`config.mk`:
```
export PLATFORM = sky130hd
export DESIGN_NAME = bsg_manycore_endpoint_standard_mo
export DESIGN_NICKNAME = d
export VERILOG_FILES = /design/src/rtl/bsg_manycore_endpoint_standard_mo.sv
export SDC_FILE = /design/constraint.sdc
export NUM_CORES = 1
export LEC_CHECK = 0
export BUFFER_PORTS_ARGS = -buffer_cell sky130_fd_sc_hd__clkbuf_2
export CAP_MARGIN = 0
export CORE_MARGIN = 5
export CORE_UTILIZATION = 40
export DETAILED_ROUTE_END_ITERATION = 8
export PLACE_DENSITY = 0.71
export SETUP_SLACK_MARGIN = 0.05
export SYNTH_ARGS = -nofsm -noshare
export SYNTH_HDL_FRONTEND = slang
export SYNTH_SLANG_ARGS = --single-unit
```
`constraint.sdc`:
```
create_clock -name clk_i -period 2.6 [get_ports clk_i]
set_input_delay 0.26 -clock clk_i [delete_from_list [all_inputs] [get_ports clk_i]]
set_output_delay 0.26 -clock clk_i [all_outputs]
set_load 0.1 [all_outputs]
```
`src/rtl/bsg_manycore_endpoint_standard_mo.sv`:
```
// Client-side request/response logic of the manycore endpoint with multiple outstanding
// requests: in-order return-info FIFO plus a local amoswap lock array.
module bsg_manycore_endpoint_standard_mo #(
    parameter int data_width_p      = 32,
    parameter int addr_width_p      = 28,
    parameter int x_cord_width_p    = 7,
    parameter int y_cord_width_p    = 7,
    parameter int reg_id_width_p    = 5,
    parameter int max_outstanding_p = 4,
    parameter int num_locks_p       = 4,
    localparam int mask_width_lp    = data_width_p / 8,
    localparam int count_width_lp   = $clog2(max_outstanding_p + 1)
) (
    input  logic                      clk_i,
    input  logic                      reset_n_i,
    input  logic                      packet_v_i,
    input  logic [1:0]                packet_op_i,
    input  logic [addr_width_p-1:0]   packet_addr_i,
    input  logic [data_width_p-1:0]   packet_data_i,
    input  logic [mask_width_lp-1:0]  packet_mask_i,
    input  logic [reg_id_width_p-1:0] packet_reg_id_i,
    input  logic [reg_id_width_p-1:0] packet_store_reg_id_i,
    input  logic                      packet_float_wb_i,
    input  logic [x_cord_width_p-1:0] packet_src_x_i,
    input  logic [y_cord_width_p-1:0] packet_src_y_i,
    output logic                      packet_yumi_o,
    output logic                      in_v_o,
    output logic                      in_we_o,
    output logic [addr_width_p-1:0]   in_addr_o,
    output logic [data_width_p-1:0]   in_data_o,
    output logic [mask_width_lp-1:0]  in_mask_o,
    input  logic                      in_yumi_i,
    input  logic                      returning_v_i,
    input  logic [data_width_p-1:0]   returning_data_i,
    output logic                      return_v_o,
    output logic [1:0]                return_pkt_type_o,
    output logic [data_width_p-1:0]   return_data_o,
    output logic [reg_id_width_p-1:0] return_reg_id_o,
    output logic [x_cord_width_p-1:0] return_x_o,
    output logic [y_cord_width_p-1:0] return_y_o,
    output logic [count_width_lp-1:0] outstanding_o,
    output logic                      err_o
);

    localparam int ptr_width_lp  = (max_outstanding_p > 1) ? $clog2(max_outstanding_p) : 1;
    localparam int lock_idx_w_lp = (num_locks_p > 1) ? $clog2(num_locks_p) : 1;

    typedef enum logic [1:0] {
        PKT_CREDIT   = 2'd0,
        PKT_INT_WB   = 2'd1,
        PKT_FLOAT_WB = 2'd2
    } pkt_type_e;

    typedef struct packed {
        logic [y_cord_width_p-1:0] src_y;
        logic [x_cord_width_p-1:0] src_x;
        logic [reg_id_width_p-1:0] reg_id;
        pkt_type_e                 pkt_type;
    } ret_info_s;

    ret_info_s                 fifo_q [max_outstanding_p];
    logic [ptr_width_lp-1:0]   head_q, tail_q;
    logic [count_width_lp-1:0] count_q, count_d;
    logic [num_locks_p-1:0]    lock_q;
    logic                      lock_pend_q, lock_old_q, err_q;
    ret_info_s                 lock_info_q;

    logic                     is_amo, full, empty, amo_yumi, enq, pop, proto_err;
    logic [lock_idx_w_lp-1:0] lock_idx;
    ret_info_s                enq_info, head_info;

    function automatic logic [ptr_width_lp-1:0] next_ptr(input logic [ptr_width_lp-1:0] p);
        return (p == ptr_width_lp'(max_outstanding_p - 1)) ? '0 : p + 1'b1;
    endfunction

    assign is_amo   = (packet_op_i == 2'd3);
    assign full     = (count_q == count_width_lp'(max_outstanding_p));
    assign empty    = (count_q == '0);
    assign lock_idx = (num_locks_p > 1) ? packet_addr_i[lock_idx_w_lp-1:0] : '0;

    // Accept gating uses only registered state, so a freed slot is reusable next cycle.
    assign in_v_o        = reset_n_i & packet_v_i & ~is_amo & ~full & ~lock_pend_q;
    assign amo_yumi      = reset_n_i & packet_v_i & is_amo & empty & ~lock_pend_q;
    assign packet_yumi_o = is_amo ? amo_yumi : (reset_n_i & in_yumi_i);
    assign in_we_o       = (packet_op_i == 2'd1) | (packet_op_i == 2'd2);
    assign in_mask_o     = (packet_op_i == 2'd2) ? packet_mask_i : '1;
    assign in_addr_o     = packet_addr_i;
    assign in_data_o     = packet_data_i;

    assign enq       = in_v_o & in_yumi_i;
    assign pop       = returning_v_i & ~empty;
    assign proto_err = (returning_v_i & empty) | (~is_amo & in_yumi_i & ~in_v_o);
    assign count_d   = count_q + count_width_lp'(enq) - count_width_lp'(pop);

    always_comb begin
        enq_info.src_y    = packet_src_y_i;
        enq_info.src_x    = packet_src_x_i;
        enq_info.reg_id   = (packet_op_i == 2'd2) ? packet_store_reg_id_i : packet_reg_id_i;
        enq_info.pkt_type = PKT_CREDIT;
        if (packet_op_i == 2'd0) begin
            enq_info.pkt_type = packet_float_wb_i ? PKT_FLOAT_WB : PKT_INT_WB;
        end
    end

    assign head_info         = fifo_q[head_q];
    assign return_v_o        = pop | lock_pend_q;
    assign return_pkt_type_o = lock_pend_q ? lock_info_q.pkt_type : head_info.pkt_type;
    assign return_reg_id_o   = lock_pend_q ? lock_info_q.reg_id   : head_info.reg_id;
    assign return_x_o        = lock_pend_q ? lock_info_q.src_x    : head_info.src_x;
    assign return_y_o        = lock_pend_q ? lock_info_q.src_y    : head_info.src_y;
    assign return_data_o     = lock_pend_q ? {{(data_width_p-1){1'b0}}, lock_old_q} : returning_data_i;
    assign outstanding_o     = count_q;
    assign err_o             = err_q;

    // Payload storage needs no reset; validity is tracked by count and pointers.
    always_ff @(posedge clk_i) begin
        if (enq) begin
            fifo_q[tail_q] <= enq_info;
        end
    end

    always_ff @(posedge clk_i or negedge reset_n_i) begin
        if (!reset_n_i) begin
            head_q      <= '0;
            tail_q      <= '0;
            count_q     <= '0;
            lock_q      <= '0;
            lock_pend_q <= 1'b0;
            lock_old_q  <= 1'b0;
            lock_info_q <= '0;
            err_q       <= 1'b0;
        end else begin
            if (enq) tail_q <= next_ptr(tail_q);
            if (pop) head_q <= next_ptr(head_q);
            count_q     <= count_d;
            err_q       <= err_q | proto_err;
            lock_pend_q <= amo_yumi;
            if (amo_yumi) begin
                lock_q[lock_idx]     <= packet_data_i[0];
                lock_old_q           <= lock_q[lock_idx];
                lock_info_q.src_y    <= packet_src_y_i;
                lock_info_q.src_x    <= packet_src_x_i;
                lock_info_q.reg_id   <= packet_reg_id_i;
                lock_info_q.pkt_type <= PKT_INT_WB;
            end
        end
    end

endmodule
```
Word-level counts from Yosys, hierarchy flattened
Memories as Yosys holds them, arrays and structs flattened.
Index checks and enable logic that the tools add are counted.
{ "totals": {"ram_bits": 84, "wordCells": 68, "mem_count": 1, "regBits": 34} }
{ "memory_table": {"columns": ["name", "words", "width", "read_ports", "rd_clocked_by_memory_dff", "wr", "line_no", "source"], "rows": [
  ["fifo_q", 4, 21, 1, 0, 1, "61", "ret_info_s fifo_q [max_outstanding_p];"]
]} }
{ "classes": {"addsub": 4, "n_lt_le_gt_ge": 2, "bitwise": 22, "reduce_logical": 3, "n_eq_ne": 6, "mux": 19} }
{ "op_table": {"columns": ["op", "n"], "rows": [
  ["two-way mux 32 bit", 1],
  ["two-way mux 7 bit", 2],
  ["AND 1 bit", 13],
  ["two-way mux 2 bit", 5],
  ["two-way mux 5 bit", 2],
  ["== test 2 bit, second input constant", 4],
  ["two-way mux 1 bit", 5],
  ["inverter 1 bit", 5],
  ["adder 2 x 1 -> 2 bit, second input constant", 2],
  ["bitwise mux 4 bit", 1],
  ["two-way mux 4 bit", 1],
  ["OR 1 bit", 4],
  ["adder 3 x 1 -> 3 bit", 1],
  ["== test 3 bit, second input constant", 1],
  ["zero test 3 bit", 1],
  ["less-than comparator 2 x 3 -> 1 bit, second input constant", 1],
  ["subtractor 3 x 1 -> 3 bit", 1],
  ["binary-select mux 1 bit (select 2 bit)", 1],
  ["demux 1 bit (select 2 bit)", 1],
  ["== test 2 x 1 -> 1 bit, second input constant", 1],
  ["greater-or-equal comparator 2 x 1 -> 1 bit, second input constant", 1],
  ["zero test 2 bit", 1],
  ["logical AND 1 bit", 1]
]} }

Longest topological paths before layout
Gate-level depths: netlist (run 1).
{ "depth": {"ltp_word": 9, "mapped_depth": 11} }

Worst setup path before layout (run 1)
Ideal clock, no wire load.
{ "synth_path": {"path_type": "register -> register", "start": "register count_q[1] (netlist: outstanding_o[1])", "end": "register err_q (netlist: err_o)", "required_ps": 2358, "t_arrival_ps": 3661, "slack_ps": -1303, "stages_incl_launch_ff": 4, "path_buffers": 0, "path_cell_list": "dfrtp_1 nor2_1 a211oi_1 o31ai_1"} }
{ "synth_between": {"elab_chain_len": 8, "word_cells_on_any_way": 10, "cone_classes": "eq/ne (1); bitwise (8); reduce/logical (1)"} }
{ "synth_rtl": {"columns": ["element", "line_no", "source"], "rows": [
  ["from (decl)", "63", "logic [count_width_lp-1:0] count_q, count_d;"],
  ["from (signal assigned)", "135", "count_q <= count_d;"],
  ["== test 3 bit", "77", "assign full = (count_q == count_width_lp'(max_outstanding_p));"],
  ["inverter 1 bit", "82", "assign in_v_o = reset_n_i & packet_v_i & ~is_amo & ~full & ~lock_pend_q;"],
  ["AND 1 bit (2 in a row)", "82", null],
  ["net in_v_o", "27", "output logic in_v_o,"],
  ["inverter 1 bit", "92", "assign proto_err = (returning_v_i & empty) | (~is_amo & in_yumi_i & ~in_v_o);"],
  ["AND 1 bit", "92", null],
  ["OR 1 bit", "92", null],
  ["OR 1 bit", "136", "err_q <= err_q | proto_err;"],
  ["to (signal assigned)", "136", null],
  ["to (decl)", "65", "logic lock_pend_q, lock_old_q, err_q;"]
]} }
The timed path passes the listed nets, and every way through them passes these cells.
A chain may end at the register's enable or synchronous reset.

Worst setup path after layout (run 1)
{ "layout_path": {"start": "register head_q[0]", "end": "output return_y_o[2]"} }
{ "layout_between": {"elab_chain_len": 2} }
{ "layout_rtl": {"columns": ["element", "line_no", "source"], "rows": [
  ["from (decl)", "62", "logic [ptr_width_lp-1:0] head_q, tail_q;"],
  ["from (signal assigned)", "134", "if (pop) head_q <= next_ptr(head_q);"],
  ["memory (4 x 21 bit)", null, null],
  ["two-way mux 7 bit", "110", "assign return_y_o = lock_pend_q ? lock_info_q.src_y : head_info.src_y;"],
  ["to (decl)", "40", "output logic [y_cord_width_p-1:0] return_y_o,"]
]} }
No other way between the ends.

==> run_results.csv, run 1 <==
group,metric,value,unit
outcome,run_status,"finished with violations",
outcome,failing_checks,"negative hold slack",
floorplanning,die-area,16700,um2
cts,number_of_buffers_inserted_during_clock_tree_synthesis,17,
timing,layout_worst_path_cycle_share,91.65,%
setup_path,critPathSlowestCell,"sky130_fd_sc_hd__mux4_2",
route,number_of_drc_markers_after_the_initial_detailed_route_iteration,186,
setup_path,timing.critical_path.from_type,"flop",
synthesis,synth_cell_types,33,
cells_and_area,num-fill-cells,1122,
global_routing,antenna_found_initial,0,
synthesis,syn_area,5685,um2
pwr,report.power.total,8.817,mW
setup_path,worst-path-max-fanout,21,
synthesis,postSynthCellCount,357,
setup_path,data_arrival_at_the_endpoint_of_the_critical_path,2120,ps
timing,final.setup.worst_slack,217.1,ps
synthesis,portion_of_synthesized_cell_area_occupied_by_the_leading_cell_type,44.37,%
placed_design,io_buffer_count,138,
timing,rsz0062_at_grt,"no",
synthesis,syn-mean-instance-area,15.93,um2
cells_and_area,area_growth,25.40,%
timing,timing.fmax,419.7,MHz
setup_path,cp_cell_sequence,"buf_12 -> mux4_2 -> mux2_2 -> buf_12",
placed_design,place_worst_setup_slack,141.6,ps
global_routing,grt_max_degree,56,
synthesis,dominant_combinational_cell_family_by_area_after_synthesis,"multiplexers",
setup_path,cpMostUsedCell,"sky130_fd_sc_hd__buf_12",
cells_and_area,final_core_utilization,51.16,%
setup_path,setup.worst_path.end_class,"primary output",
route,detail_route.first_pass.iterations,4,
timing,worst_pin_slew,658.3,ps
timing,clock-skew-final,5.096,ps
route,routed_wirelength,12700,um
route,detail_route.wl_per_cell,19.78,um
pwr,peakVddDrop,0.0008918,V
floorplanning,io_count,253,
placed_design,place_congestion,0.8053,
global_routing,groute.usage.overall,15.81,%
global_routing,globalRoute.totalOverflow,0,
route,post-route-drc-count,0,
synthesis,synth_xor_area_share,0.3081,%
setup_path,cp.required,2340,ps
flow_run,total_of_max_cap_violations,0,
placed_design,numPlacedInstances,610,
cells_and_area,final_nets,588,
global_routing,number_of_global_route_vias_before_repair,3547,
cts,tritoncts,"built",
route,via_per_inst,4.949,
floorplanning,floorplan.die.height,129.2,um
synthesis,muxShareOfSynthArea,19.41,%
synthesis,synth.net_count,496,
setup_path,setup.worst_path.class,"reg -> out",
floorplanning,initial_utilization,40.80,%
timing,timing.final.max_slew_violations,0,
floorplanning,dieWidth,129.2,um
cells_and_area,insertedDiodeCount,0,
placed_design,dp_hpwl,8957,um
synthesis,synth.area.top_cells,"sky130_fd_sc_hd__edfxtp_1, sky130_fd_sc_hd__dfrtp_1, sky130_fd_sc_hd__mux4_2",
timing,timing.final.hold_violations,8,
cells_and_area,fin_cells,642,
cts,worst_skew_pair.late_latency,400,ps
pwr,power_density,1237,nW/um2
cts,cts_setup_buffers,0,
timing,setup_tns,0,ps
worst_hold_path,worst_hold_path_type,"in -> async",
synthesis,synth_simple_gate_area_share,6.976,%
floorplanning,placementRows,43,
synthesis,synthesis_warning_total,0,
route,detail-route-antenna-nets,0,
timing,layout_min_cycle_time,2383,ps
floorplanning,floorplan.core_area,13930,um2
timing,slew-limit-headroom,56.11,%
cts,root_buffer_master,"sky130_fd_sc_hd__clkbuf_16",
synthesis,synth.ff_latch_count,118,
cts,worst_setup_hold_path_clk_slew,50,ps
route,vias,3177,
synthesis,netlist.top_cell.by_area,"sky130_fd_sc_hd__edfxtp_1",
cts,cts_buffer_depth,2,
cts,clkSinkCount,118,
placed_design,post_dp_cell_area,6548,um2
cts,ctsHtreeMaxLevel,4,
cells_and_area,stdcell_area,7129,um2
timing,final_report_setup_violation_count,0,
global_routing,grt_pass1_wl,19660,um
pwr,static-leakage-power,2.939,nW
cells_and_area,drive_gt1_share,53.46,%
timing,finalHoldWorstSlack,-6.052,ps
setup_path,cpPeakStageDelay,540,ps
synthesis,synth-adder-area-share,2.553,%
synthesis,seq_area_frac_synth,59.33,%
synthesis,synth_compound_gate_area_share,0.9243,%
report_power, final:
| part | internal [mW] | total (mW) | leakage [nW] | switching, mW |
|---|---|---|---|---|
| Combinational | 1.47 | 4.11 | 1.47 | 2.64 |
| Clock | 1.48 | 2.23 | 0.281 | 0.755 |
| Sequential | 2.30 | 2.47 | 1.19 | 0.176 |
layout by cell type, fill, tap and decap left out, types with 2 or more instances in the layout:
cell	netlist	layout
sky130_fd_sc_hd__and2_1	5	5
sky130_fd_sc_hd__buf_12	0	27
sky130_fd_sc_hd__buf_4	60	6
sky130_fd_sc_hd__bufinv_16	0	2
sky130_fd_sc_hd__clkbuf_1	6	3
sky130_fd_sc_hd__clkbuf_16	0	17
sky130_fd_sc_hd__clkbuf_2	0	115
sky130_fd_sc_hd__clkbuf_8	1	3
sky130_fd_sc_hd__clkinv_2	0	3
sky130_fd_sc_hd__clkinvlp_4	0	2
sky130_fd_sc_hd__dfrtp_1	34	29
sky130_fd_sc_hd__dfrtp_2	0	3
sky130_fd_sc_hd__dfrtp_4	0	2
sky130_fd_sc_hd__edfxtp_1	84	84
sky130_fd_sc_hd__ha_1	10	10
sky130_fd_sc_hd__inv_1	11	11
sky130_fd_sc_hd__mux2_1	20	20
sky130_fd_sc_hd__mux2_2	34	34
sky130_fd_sc_hd__mux4_2	22	22
sky130_fd_sc_hd__nand2b_1	5	5
sky130_fd_sc_hd__nand3b_1	2	2
sky130_fd_sc_hd__nor2_1	3	2
sky130_fd_sc_hd__nor2b_1	33	32
sky130_fd_sc_hd__nor3_1	2	2
sky130_fd_sc_hd__nor4_1	2	2
sky130_fd_sc_hd__xnor2_1	2	2
state kept, by name (all words and copies together), names as in the netlist:
signal	flops
fifo_q	84
err_o	1
lock_q	4
lock_info_q	20
lock_pend_q	1
tail_q	2
lock_old_q	1
head_q	2
outstanding_o	3
cells by family after synthesis:
family	count (synthesis)
DFF	118
buffers and inverters	86
muxes	76
and+or+nand+nor	59
adders and majority gates	11
AOI/OAI and AO/OA	5
xor gates and xnor gates	2
layout make-up:
cell class              count  area, um2  area share, %
multi-input cells         153       1737          24.36
clock buffers              23      478.0          6.704
repair buffers            148       1161          16.29
well taps                 180      225.2          3.159
inverters                  11      41.29         0.5792
clock inverters             9      102.6          1.439
flip-flops and latches    118       3385          47.47
worst max-delay path, delay by kind of cell (launching register included):
kind,cells,cell delay [ps]
flops,1,450
mux,2,860
buf+inv,2,410
cell usage after synthesis (all sizes together):
library cell,n
a2111oi,1
a211oi,1
a21oi,1
and2,5
buf,68
clkbuf,7
dfrtp,34
edfxtp,84
fa,1
ha,10
inv,11
mux2,54
mux4,22
nand2,2
nand2b,5
nand3b,2
nand4b,1
nor2,4
nor2b,33
nor3,2
nor4,2
nor4b,1
o21ai,1
o31ai,1
or2,1
or3,1
xnor2,2
path summary, 6_finish.rpt:
| path | endpoint | slack [ps] | cells after the start | start |
|---|---|---|---|---|
| max | return_y_o[2] | 220 | 4 | head_q[0] |
| min | lock_info_q[7] | -6 | 2 | reset_n_i |
| max reg2reg | outstanding_o[2] | 220 | 10 | outstanding_o[0] |
| min reg2reg | lock_info_q[0] | 470 | 1 | lock_info_q[0] |
| max in group asynchronous | outstanding_o[1] | 2190 | 2 | reset_n_i |
| min in group clk_i | lock_info_q[5] | 90 | 2 | packet_reg_id_i[3] |
what timing repair did:
action / in CTS / in global routing
gates resized for setup: 0 / 1
hold buffers: 0 / 0
setup endpoints to repair: 0 / 10
metal layers:
metal | vias to the layer above | GRT usage [%] | part of all wire [%]
met2 | 101 | 26.46 | 52
met4 | 0 | 9.080 | 4.7
met5 | - | 0 | 0
met3 | 67 | 4.287 | 5.2
li1 | 1433 | - | -
met1 | 1576 | 18.31 | 38
Power figures use the tool's default switching activity.
==> inputs of run 2 (changes only) <==
--- a/config.mk
+++ b/config.mk
@@ -10,7 +10,8 @@
 export CORE_MARGIN = 5
 export CORE_UTILIZATION = 40
 export DETAILED_ROUTE_END_ITERATION = 8
-export PLACE_DENSITY = 0.71
+export PLACE_DENSITY = 0.69
+export RECOVER_POWER = 100
 export SETUP_SLACK_MARGIN = 0.05
 export SYNTH_ARGS = -nofsm -noshare
 export SYNTH_HDL_FRONTEND = slang
==> run 2 against run 1 <==
  * The run now ends clean
  * Power increased by 0.71%
  * Maximum frequency shrank 2.7%
  * Worst setup slack got worse by 66 ps
  * Critical path type is now in -> reg
  * Highest routed layer unchanged
==> run_results.csv, run 2 (synthesis results as in run 1) <==
group,metric,value,unit
outcome,run_status,"finished clean",
global_routing,grt_pass1_wl,18150,um
pwr,static-leakage-power,2.845,nW
timing,layout_min_cycle_time,2449,ps
cts,root_buffer_master,"sky130_fd_sc_hd__clkbuf_16",
timing,layout_worst_path_cycle_share,94.19,%
cells_and_area,layout_top_registers,"fifo_q: 84 flops, lock_info_q: 20 flops, lock_q: 4 flops",
global_routing,number_of_global_route_vias_before_repair,3409,
setup_path,cp.required,2640,ps
floorplanning,initial_utilization,40.80,%
timing,slew-limit-headroom,20.61,%
flow_run,total_of_max_cap_violations,0,
floorplanning,dieWidth,129.2,um
worst_hold_path,worst_hold_path_type,"in -> reg",
setup_path,worst-path-max-fanout,19,
timing,final_report_setup_violation_count,0,
route,post-route-drc-count,0,
setup_path,cpPeakStageDelay,520,ps
cells_and_area,regMostFlops,"fifo_q",
placed_design,post_dp_cell_area,6535,um2
route,detail-route-antenna-nets,0,
setup_path,crit_buf_inv,4,
cts,worst_skew_pair.late_latency,400,ps
timing,clock-skew-final,4.077,ps
setup_path,cp.depth,7,
global_routing,antenna_found_initial,0,
pwr,power_density,1257,nW/um2
cts,clkSinkCount,118,
timing,timing.fmax,408.3,MHz
timing,timing.final.max_slew_violations,0,
cts,ctsHtreeMaxLevel,4,
floorplanning,placementRows,43,
cts,number_of_buffers_inserted_during_clock_tree_synthesis,17,
placed_design,place_congestion,0.7376,
setup_path,setup.worst_path.class,"in -> reg",
cells_and_area,num-fill-cells,1157,
placed_design,dp_hpwl,8140,um
global_routing,grt_max_degree,56,
route,detail_route.first_pass.iterations,4,
pwr,power.clock.fraction,27.4,%
setup_path,worst_r2r_path_depth,10,
pwr,netSwitchingPower,3.564,mW
cells_and_area,largest_register_ff_count,84,
cells_and_area,final_core_utilization,50.70,%
route,routed_wirelength,11920,um
pwr,cell_internal_power,5.316,mW
setup_path,crit_family,"buffers and inverters",
route,detail_route.wl_per_cell,18.48,um
setup_path,cp_cell_sequence,"dlygate4sd3_1 -> clkbuf_2 -> nand3b_1 -> a2111oi_4 -> clkbuf_1 -> and2_0 -> buf_2",
floorplanning,die-area,16700,um2
route,number_of_drc_markers_after_the_initial_detailed_route_iteration,111,
floorplanning,floorplan.core_area,13930,um2
floorplanning,io_count,253,
cells_and_area,multi_input_comb_area,1707,um2
cells_and_area,sequential_cell_area,3383,um2
timing,worst_pin_slew,1196,ps
global_routing,globalRoute.totalOverflow,0,
route,vias,3143,
setup_path,critPathSlowestCell,"sky130_fd_sc_hd__dlygate4sd3_1",
cells_and_area,highest_count_cells_in_the_layout_ignoring_fill_and_taps,"sky130_fd_sc_hd__clkbuf_2, sky130_fd_sc_hd__edfxtp_1, sky130_fd_sc_hd__mux2_1",
cts,cts_buffer_depth,2,
cts,worst_setup_hold_path_clk_slew,50,ps
pwr,share_seq_of_total_power,27.5,%
worst_hold_path,whs_path_depth,2,
cells_and_area,final_nets,591,
placed_design,io_buffer_count,138,
timing,timing.final.hold_violations,0,
setup_path,data_arrival_at_the_endpoint_of_the_critical_path,2490,ps
pwr,swShare,40.13,%
cells_and_area,stdcell_area,7066,um2
cts,tritoncts,"built",
timing,rsz0062_at_grt,"no",
pwr,report.power.total,8.880,mW
pwr,share_comb_of_total_power,45.1,%
cells_and_area,layout.cells.most_common,"sky130_fd_sc_hd__clkbuf_2",
cells_and_area,area_growth,24.27,%
setup_path,timing.critical_path.from_type,"primary input",
timing,setup_tns,0,ps
cells_and_area,drive_gt1_share,42.37,%
floorplanning,floorplan.die.height,129.2,um
pwr,peakVddDrop,0.0009034,V
global_routing,groute.usage.overall,14.74,%
cells_and_area,insertedDiodeCount,0,
setup_path,setup.worst_path.end_class,"flop",
route,via_per_inst,4.873,
-- run 2: changes by cell type in the layout (fill, tap and decap cells not counted), moves of 2 or more --
cell and change:
sky130_fd_sc_hd__and2_0 +5, sky130_fd_sc_hd__and2_1 -5, sky130_fd_sc_hd__buf_12 -5, sky130_fd_sc_hd__buf_2 +2, sky130_fd_sc_hd__bufinv_16 +2, sky130_fd_sc_hd__clkbuf_1 +25, sky130_fd_sc_hd__clkbuf_2 -24, sky130_fd_sc_hd__clkinvlp_4 +2
sky130_fd_sc_hd__mux2_1 +23, sky130_fd_sc_hd__mux2_2 -23
-- run 2: power groups by stage --
stage	sequential [mW]	clock (mW)	combinational, mW
after floorplan	2.62	0	3.16
after global placement	2.46	0	4.09
after detailed placement	2.48	0	4.13
after CTS	2.44	2.46	4.15
after global routing	2.47	2.56	4.18
final	2.44	2.43	4.01
-- run 2: layout make-up --
| cell class | count | area share (%) |
|---|---|---|
| multi-input cells | 153 | 24.15 |
| well taps | 180 | 3.188 |
| inverters | 11 | 0.5844 |
| clock buffers | 19 | 6.410 |
| repair buffers | 151 | 15.25 |
| flip-flops and latches | 118 | 47.88 |
| clock inverters | 13 | 2.532 |
-- run 2: metal layers --
layer	track usage, %	part of all wire, %	vias up
met2	25.55	54	90
li1	-	-	1432
met3	4.163	4.4	49
met4	8.400	3.4	0
met1	16.23	38	1572
met5	0	0	-
-- run 2: timing repair --
action | CTS | global route
endpoints found under the setup margin | 0 | 1
buffers inserted | 0 | 0
resized for setup | 0 | 1
endpoints found under the hold margin | 34 | 0
hold buffers | 1 | 0
-- run 2: path summary, 6_finish.rpt --
kind                            slack (ps)          endpoint          startpoint
worst max-delay path                   150      fifo_q[3][8]           reset_n_i
worst min-delay path                    80    lock_info_q[4]  packet_reg_id_i[2]
worst max register to register         200  outstanding_o[2]    outstanding_o[0]
worst min register to register         470    lock_info_q[0]      lock_info_q[0]
max in group asynchronous             1840  outstanding_o[1]           reset_n_i
min in group asynchronous              440   lock_info_q[17]           reset_n_i
-- run 2: metrics by stage --
stage,hold WS (ps),setup slack [ps],cells
finish,81.82,151.1,645
global route,75.57,56.75,645
CTS,67.14,148.4,645
detailed placement,411.4,177.0,612
global placement,399.2,231.0,612
floorplan,-35.59,53.47,357
